## src/rtl/rgb_frame_gen_if.sv

```systemverilog
// Pixel stream bundle between the synthetic frame generator (master) and its consumer (slave).
interface rgb_frame_gen_if;
   logic        enable;
   logic [1:0]  pattern_sel;
   logic [7:0]  oRed;
   logic [7:0]  oGreen;
   logic [7:0]  oBlue;
   logic        oValid;
   logic        oPixelEn;
   logic        oEof;
   logic [31:0] oX;
   logic [31:0] oY;
   logic [15:0] frame_count;

   modport master (
      input  enable, pattern_sel,
      output oRed, oGreen, oBlue, oValid, oPixelEn, oEof, oX, oY, frame_count
   );

   modport slave (
      output enable, pattern_sel,
      input  oRed, oGreen, oBlue, oValid, oPixelEn, oEof, oX, oY, frame_count
   );
endinterface

```

## src/rtl/rgb_frame_gen.sv

```systemverilog
// Raster-scanned synthetic frame source: ramp, bar and checkerboard test patterns.
// Raster counters run one cycle ahead of the registered pixel outputs.
module rgb_frame_gen #(
   parameter int unsigned IMG_WIDTH  = 640,
   parameter int unsigned IMG_HEIGHT = 480,
   parameter int unsigned HBLANK     = 16,
   parameter int unsigned VBLANK     = 4
) (
   input  logic            clk,
   input  logic            rst_n,
   rgb_frame_gen_if.master pix
);
   localparam int unsigned XW   = $clog2(IMG_WIDTH);
   localparam int unsigned YW   = (IMG_HEIGHT > 1) ? $clog2(IMG_HEIGHT) : 1;
   localparam int unsigned BLK  = (HBLANK > VBLANK) ? HBLANK : VBLANK;
   localparam int unsigned BW   = (BLK > 1) ? $clog2(BLK) : 1;
   localparam int unsigned BARW = IMG_WIDTH / 8;
   localparam int unsigned CW   = (BARW > 1) ? $clog2(BARW) : 1;

   localparam logic [XW-1:0] X_LAST   = XW'(IMG_WIDTH - 1);
   localparam logic [YW-1:0] Y_LAST   = YW'(IMG_HEIGHT - 1);
   localparam logic [BW-1:0] H_LAST   = BW'(HBLANK - 1);
   localparam logic [BW-1:0] V_LAST   = BW'(VBLANK - 1);
   localparam logic [CW-1:0] BAR_LAST = CW'(BARW - 1);

   typedef enum logic [1:0] {S_IDLE, S_ACTIVE, S_HBLANK, S_VBLANK} state_t;

   state_t        state_q, state_d;
   logic [XW-1:0] x_q, x_d;
   logic [YW-1:0] y_q, y_d;
   logic [BW-1:0] bcnt_q, bcnt_d;
   logic [CW-1:0] bar_cnt_q, bar_cnt_d;
   logic [2:0]    bar_idx_q, bar_idx_d;
   logic [1:0]    pat_q, pat_d;

   logic [7:0]    red_q, red_d, green_q, green_d, blue_q, blue_d;
   logic          valid_q, valid_d, pen_q, pen_d, eof_q, eof_d;
   logic [XW-1:0] ox_q, ox_d;
   logic [YW-1:0] oy_q, oy_d;
   logic [15:0]   fcnt_q, fcnt_d;

   logic [7:0]    x8, y8;
   assign x8 = 8'(x_q);
   assign y8 = 8'(y_q);

   always_ff @(posedge clk or negedge rst_n) begin
      if (!rst_n) begin
         state_q   <= S_IDLE;
         x_q       <= '0;
         y_q       <= '0;
         bcnt_q    <= '0;
         bar_cnt_q <= '0;
         bar_idx_q <= '0;
         pat_q     <= '0;
         red_q     <= '0;
         green_q   <= '0;
         blue_q    <= '0;
         valid_q   <= 1'b0;
         pen_q     <= 1'b0;
         eof_q     <= 1'b0;
         ox_q      <= '0;
         oy_q      <= '0;
         fcnt_q    <= '0;
      end else begin
         state_q   <= state_d;
         x_q       <= x_d;
         y_q       <= y_d;
         bcnt_q    <= bcnt_d;
         bar_cnt_q <= bar_cnt_d;
         bar_idx_q <= bar_idx_d;
         pat_q     <= pat_d;
         red_q     <= red_d;
         green_q   <= green_d;
         blue_q    <= blue_d;
         valid_q   <= valid_d;
         pen_q     <= pen_d;
         eof_q     <= eof_d;
         ox_q      <= ox_d;
         oy_q      <= oy_d;
         fcnt_q    <= fcnt_d;
      end
   end

   always_comb begin
      state_d   = state_q;
      x_d       = x_q;
      y_d       = y_q;
      bcnt_d    = bcnt_q;
      pat_d     = pat_q;
      bar_cnt_d = '0;
      bar_idx_d = '0;
      unique case (state_q)
         S_IDLE: begin
            if (pix.enable) begin
               state_d = S_ACTIVE;
               x_d     = '0;
               y_d     = '0;
               pat_d   = pix.pattern_sel;
            end
         end
         S_ACTIVE: begin
            // Bar position counts through each line and is cleared outside ACTIVE.
            if (bar_cnt_q == BAR_LAST) begin
               bar_idx_d = bar_idx_q + 3'd1;
            end else begin
               bar_cnt_d = bar_cnt_q + CW'(1);
               bar_idx_d = bar_idx_q;
            end
            if (x_q == X_LAST) begin
               bcnt_d  = '0;
               state_d = (y_q == Y_LAST) ? S_VBLANK : S_HBLANK;
            end else begin
               x_d = x_q + XW'(1);
            end
         end
         S_HBLANK: begin
            if (bcnt_q == H_LAST) begin
               state_d = S_ACTIVE;
               x_d     = '0;
               y_d     = y_q + YW'(1);
            end else begin
               bcnt_d = bcnt_q + BW'(1);
            end
         end
         S_VBLANK: begin
            if (bcnt_q == V_LAST) begin
               if (pix.enable) begin
                  state_d = S_ACTIVE;
                  x_d     = '0;
                  y_d     = '0;
                  pat_d   = pix.pattern_sel;
               end else begin
                  state_d = S_IDLE;
               end
            end else begin
               bcnt_d = bcnt_q + BW'(1);
            end
         end
         default: state_d = S_IDLE;
      endcase
   end

   always_comb begin
      red_d   = '0;
      green_d = '0;
      blue_d  = '0;
      valid_d = 1'b0;
      eof_d   = 1'b0;
      pen_d   = (state_q != S_IDLE);
      ox_d    = ox_q;
      oy_d    = oy_q;
      fcnt_d  = eof_q ? fcnt_q + 16'd1 : fcnt_q;
      if (state_q == S_ACTIVE) begin
         valid_d = 1'b1;
         ox_d    = x_q;
         oy_d    = y_q;
         eof_d   = (x_q == X_LAST) && (y_q == Y_LAST);
         unique case (pat_q)
            2'd0: begin
               red_d  = x8;
               blue_d = ~x8;
            end
            2'd1: green_d = y8;
            2'd2: begin
               red_d   = {8{~bar_idx_q[1]}};
               green_d = {8{~bar_idx_q[2]}};
               blue_d  = {8{~bar_idx_q[0]}};
            end
            default: begin
               if (!(x8[3] ^ y8[3])) begin
                  red_d   = '1;
                  green_d = '1;
                  blue_d  = '1;
               end
            end
         endcase
      end
   end

   assign pix.oRed        = red_q;
   assign pix.oGreen      = green_q;
   assign pix.oBlue       = blue_q;
   assign pix.oValid      = valid_q;
   assign pix.oPixelEn    = pen_q;
   assign pix.oEof        = eof_q;
   assign pix.oX          = 32'(ox_q);
   assign pix.oY          = 32'(oy_q);
   assign pix.frame_count = fcnt_q;
endmodule
```

## src/flat_wrapper.sv

```systemverilog
// flat-port wrapper written by rule: the top's interface ports become plain ports
module rgb_frame_gen_flat 
#(
   parameter int unsigned IMG_WIDTH  = 640,
   parameter int unsigned IMG_HEIGHT = 480,
   parameter int unsigned HBLANK     = 16,
   parameter int unsigned VBLANK     = 4
)
  (clk, rst_n, pix_enable, pix_pattern_sel, pix_oRed, pix_oGreen, pix_oBlue, pix_oValid, pix_oPixelEn, pix_oEof, pix_oX, pix_oY, pix_frame_count);
  rgb_frame_gen_if pix_i ();
  input  logic clk;
  input  logic rst_n;
  input wire logic [$bits(pix_i.enable)-1:0] pix_enable;
  input wire logic [$bits(pix_i.pattern_sel)-1:0] pix_pattern_sel;
  output wire logic [$bits(pix_i.oRed)-1:0] pix_oRed;
  output wire logic [$bits(pix_i.oGreen)-1:0] pix_oGreen;
  output wire logic [$bits(pix_i.oBlue)-1:0] pix_oBlue;
  output wire logic [$bits(pix_i.oValid)-1:0] pix_oValid;
  output wire logic [$bits(pix_i.oPixelEn)-1:0] pix_oPixelEn;
  output wire logic [$bits(pix_i.oEof)-1:0] pix_oEof;
  output wire logic [$bits(pix_i.oX)-1:0] pix_oX;
  output wire logic [$bits(pix_i.oY)-1:0] pix_oY;
  output wire logic [$bits(pix_i.frame_count)-1:0] pix_frame_count;
  assign pix_i.enable = pix_enable;
  assign pix_i.pattern_sel = pix_pattern_sel;
  assign pix_oRed = pix_i.oRed;
  assign pix_oGreen = pix_i.oGreen;
  assign pix_oBlue = pix_i.oBlue;
  assign pix_oValid = pix_i.oValid;
  assign pix_oPixelEn = pix_i.oPixelEn;
  assign pix_oEof = pix_i.oEof;
  assign pix_oX = pix_i.oX;
  assign pix_oY = pix_i.oY;
  assign pix_frame_count = pix_i.frame_count;
  rgb_frame_gen #(.IMG_WIDTH(IMG_WIDTH), .IMG_HEIGHT(IMG_HEIGHT), .HBLANK(HBLANK), .VBLANK(VBLANK)) u_core (.clk(clk), .rst_n(rst_n), .pix(pix_i));
endmodule
```

## config.mk

```make
export PLATFORM = sky130hd
export DESIGN_NAME = rgb_frame_gen_flat
export DESIGN_NICKNAME = d
export VERILOG_FILES = /design/src/rtl/rgb_frame_gen_if.sv /design/src/rtl/rgb_frame_gen.sv /design/src/flat_wrapper.sv
export SDC_FILE = /design/constraint.sdc
export NUM_CORES = 1
export LEC_CHECK = 0
export ABC_AREA = 1
export CORE_UTILIZATION = 50
export CTS_CLUSTER_SIZE = 10
export DETAILED_ROUTE_END_ITERATION = 6
export GPL_TIMING_DRIVEN = 1
export PLACE_DENSITY = 0.9
export SKIP_LAST_GASP = 1
export SLEW_MARGIN = 20
export SYNTH_ARGS = -nofsm -noshare
export SYNTH_HDL_FRONTEND = slang
export SYNTH_SLANG_ARGS = --single-unit
```

## constraint.sdc

```tcl
create_clock -name clk -period 1.7 [get_ports clk]
set_input_delay 0.17 -clock clk [delete_from_list [all_inputs] [get_ports clk]]
set_output_delay 0.17 -clock clk [all_outputs]
set_load 0.02 [all_outputs]
```

==> run metrics <==
status finished clean; htree depth 3; Top Ports about 110; leakage power about 2.8 nW; Pins Over Slew Limit 0; crit end category output port; post-DP HPWL around 7800 microns; Peak Freq ~610 MHz; total wire length 10500 microns; GRT Total Usage 0.218; largest cells by area after synthesis dfrtp_1 51%, nand2_1 9.2%, buf_4 6.9%, nor2_1 5.3%, inv_1 4.8%; Yosys reg bits between 90 and 100; Area growth, synth to finish 19.2%; number of fill cells in the layout just under 800; Slew Limit Headroom 0.657; Synth area leader dfrtp_1; filler-free cell count of the finished design about 800; clk_lat worst skew roughly 0.37 ns; Tot Pwr just under 4 mW; Hold Violations, Final 0; clk_skew about 0.011 ns; initial antenna violation count 0; Worst IR Drop VDD between 300 and 400 uV; root cell of the clock tree clkbuf_8; CP Launch Type register; DRC Markers 0; commonest non-fill, non-tap cell in the layout nand2_1; WL per Instance approximately 13 microns; crit-path cells clkdlybuf4s50_1; clk buf depth 2; synth unique cells 31; Die W slightly above 100 microns; area share of the largest cell type after synthesis 0.507; fin worst setup slack 0.0715 ns; layout cells sized above 1 0.0928; Via density about 5.0; family with the most delay on the worst path buffers and inverters; PortBufs 66; Die Height between 100 and 150 microns; Post-Synthesis Cells slightly below 600; Max FO, Critical Path 5; final worst path period share 0.958; Avg Synthesized Cell Area approximately 8.4 sq um; dpl cells between 700 and 800; first-pass GRT wire length about 17000 microns; # Max-Cap Violations 0; clk slew on worst S/H paths 0.10 ns; Core Area between 0.009 and 0.01 sq mm; placed cell area ~0.0056 sq mm; Netlist Area Pre-Place 0.00488 sq mm; vias in the first global route between 3000 and 4000; CTS buffer count 9; Critical Path RT about 1.5 ns; CP peak stage delay 0.64 ns; largest net degree at the start of global routing 40; pre-CTS setup slack around 0.15 ns; post-route ant nets 0; RSZ-0062 raised after global routing yes; grt total ovfl 0; Worst Tran Pin Value 0.514 ns; WHS ~0.33 ns; vias post-DR around 3900; nets between 600 and 700; Critical Path AT about 1.5 ns; post-route cell area ~0.0058 sq mm; synthesis warning total 0; GP Congestion ~0.85; Pwr Density 678 mW/mm^2; Initial DRT Pass Iterations 5; most frequent cells in the layout 120 x nand2_1, 98 x dfrtp_1, 68 x nor2_1; CTS tree done; Crit Path Category reg -> out; Worst Path Buf+Inv 1; Initial Util 0.521; Setup Buffers After CTS 0; Tmin final between 1.5 and 2 ns; worst hold path type in -> async; DIE AREA just over 0.01 sq mm; Seq/Total Area, Yosys 0.507; clk sinks just under 100; Critical-path top delay cell clkdlybuf4s50_1; # setup viols final 0; ANT cells 0; initial detailed-routing violation count 172; Core Rows 35
[layout make-up]
class	count	area, sq um	area share
Sequential cell	99	2480	0.426
Multi-Input combinational cell	400	1900	0.326
Timing Repair Buffer	86	848	0.146
Inverter	67	251	0.0432
Tap cell	129	161	0.0277
Clock buffer	9	124	0.0213
Clock inverter	7	60.1	0.0103
[Yosys cell counts]
master,count
o21ai_0,46
nand2_2,1
o21ai_1,5
nand4_1,5
a21oi_1,24
o211ai_1,1
buf_4,45
mux2_2,1
xnor2_1,5
inv_1,62
conb_1,1
buf_2,7
nand2_1,120
nor2_1,69
or2_2,2
nor2_4,4
nor2_2,2
buf_6,3
xor2_1,7
nand3_2,2
nor3_1,6
dfrtp_1,99
nand3b_1,3
clkbuf_1,3
inv_2,5
clkbuf_2,1
or2_0,1
o21ai_2,4
ha_1,6
nand3_1,38
nand2_4,3
[what timing repair did]
| action | CTS | global route |
|---|---|---|
| endpoints found under the setup margin | 0 | 3 |
| hold buffers | 1 | 0 |
| gates resized for setup | 0 | 2 |
| endpoints found under the hold margin | 36 | 0 |
[registers in the layout (all words and copies together) (netlist names)]
| name | count |
|---|---|
| u_core.pix.oPixelEn | 1 |
| u_core.y_q | 9 |
| u_core.pix.frame_count | 16 |
| u_core.ox_q | 10 |
| u_core.pix.oRed | 8 |
| u_core.pix.oValid | 1 |
| u_core.oy_q | 9 |
| u_core.pix.oGreen | 8 |
| u_core.pix.oBlue | 8 |
| u_core.bcnt_q | 4 |
| u_core.state_q | 2 |
| u_core.x_q | 10 |
| u_core.bar_idx_q | 3 |
| u_core.pat_q | 2 |
| u_core.pix.oEof | 1 |
| u_core.bar_cnt_q | 7 |
[metal layers]
metal	part of all wire	GRT usage
met1	0.43	0.287
met2	0.50	0.367
met3	0.059	0.0312
met4	0.016	0.0803
met5	0	0
[power breakdown]
group | internal (mW) | switching, mW | total, mW
sequential | 2.36 | 0.00301 | 2.36
combinational | 0.0234 | 0.142 | 0.165
clock | 0.561 | 0.863 | 1.42
[final timing paths]
| path | slack (ns) | endpoint | cells past startpoint | start |
|---|---|---|---|---|
| worst max-delay path | 0.07 | pix_frame_count[9] | 1 | u_core.pix.frame_count[9]$_DFFE_PN0P_ |
| worst min-delay path | 0.33 | u_core.pix.oBlue[4]$_DFF_PN0_ | 2 | rst_n |
| worst max register to register | 0.15 | u_core.x_q[3]$_DFFE_PN0P_ | 9 | u_core.bcnt_q[0]$_DFFE_PN0P_ |
| worst min register to register | 0.48 | u_core.bar_cnt_q[0]$_DFF_PN0_ | 1 | u_core.bar_cnt_q[0]$_DFF_PN0_ |
| max in group asynchronous | 0.83 | u_core.x_q[5]$_DFFE_PN0P_ | 3 | rst_n |
| min in group clk | 0.42 | u_core.pat_q[1]$_DFFE_PN0P_ | 3 | pix_pattern_sel[1] |
[kinds of logic (layout without fill, tap and decap cells)]
kind of cell / Yosys count / in the layout / share of synthesized area
adders and majority gates: 6 / 6 / 0.0154
xor gates and xnor gates: 12 / 12 / 0.0215
muxes: 1 / 1 / 0.00231
buffers and inverters: 126 / 169 / 0.138
AOI/OAI and AO/OA: 80 / 80 / 0.0856
DFF: 99 / 99 / 0.507
other: 1 / 45 / 0.000768
and+or+nand+nor: 256 / 256 / 0.229
[stage by stage]
stage           util  TNS [ns]
5_1_grt        0.621  -0.00313
4_1_cts        0.621         0
3_5_place_dp   0.600         0
3_3_place_gp   0.600         0
2_1_floorplan      -         0
6_report       0.621         0
Note: power is estimated with default switching activity, not from simulation.
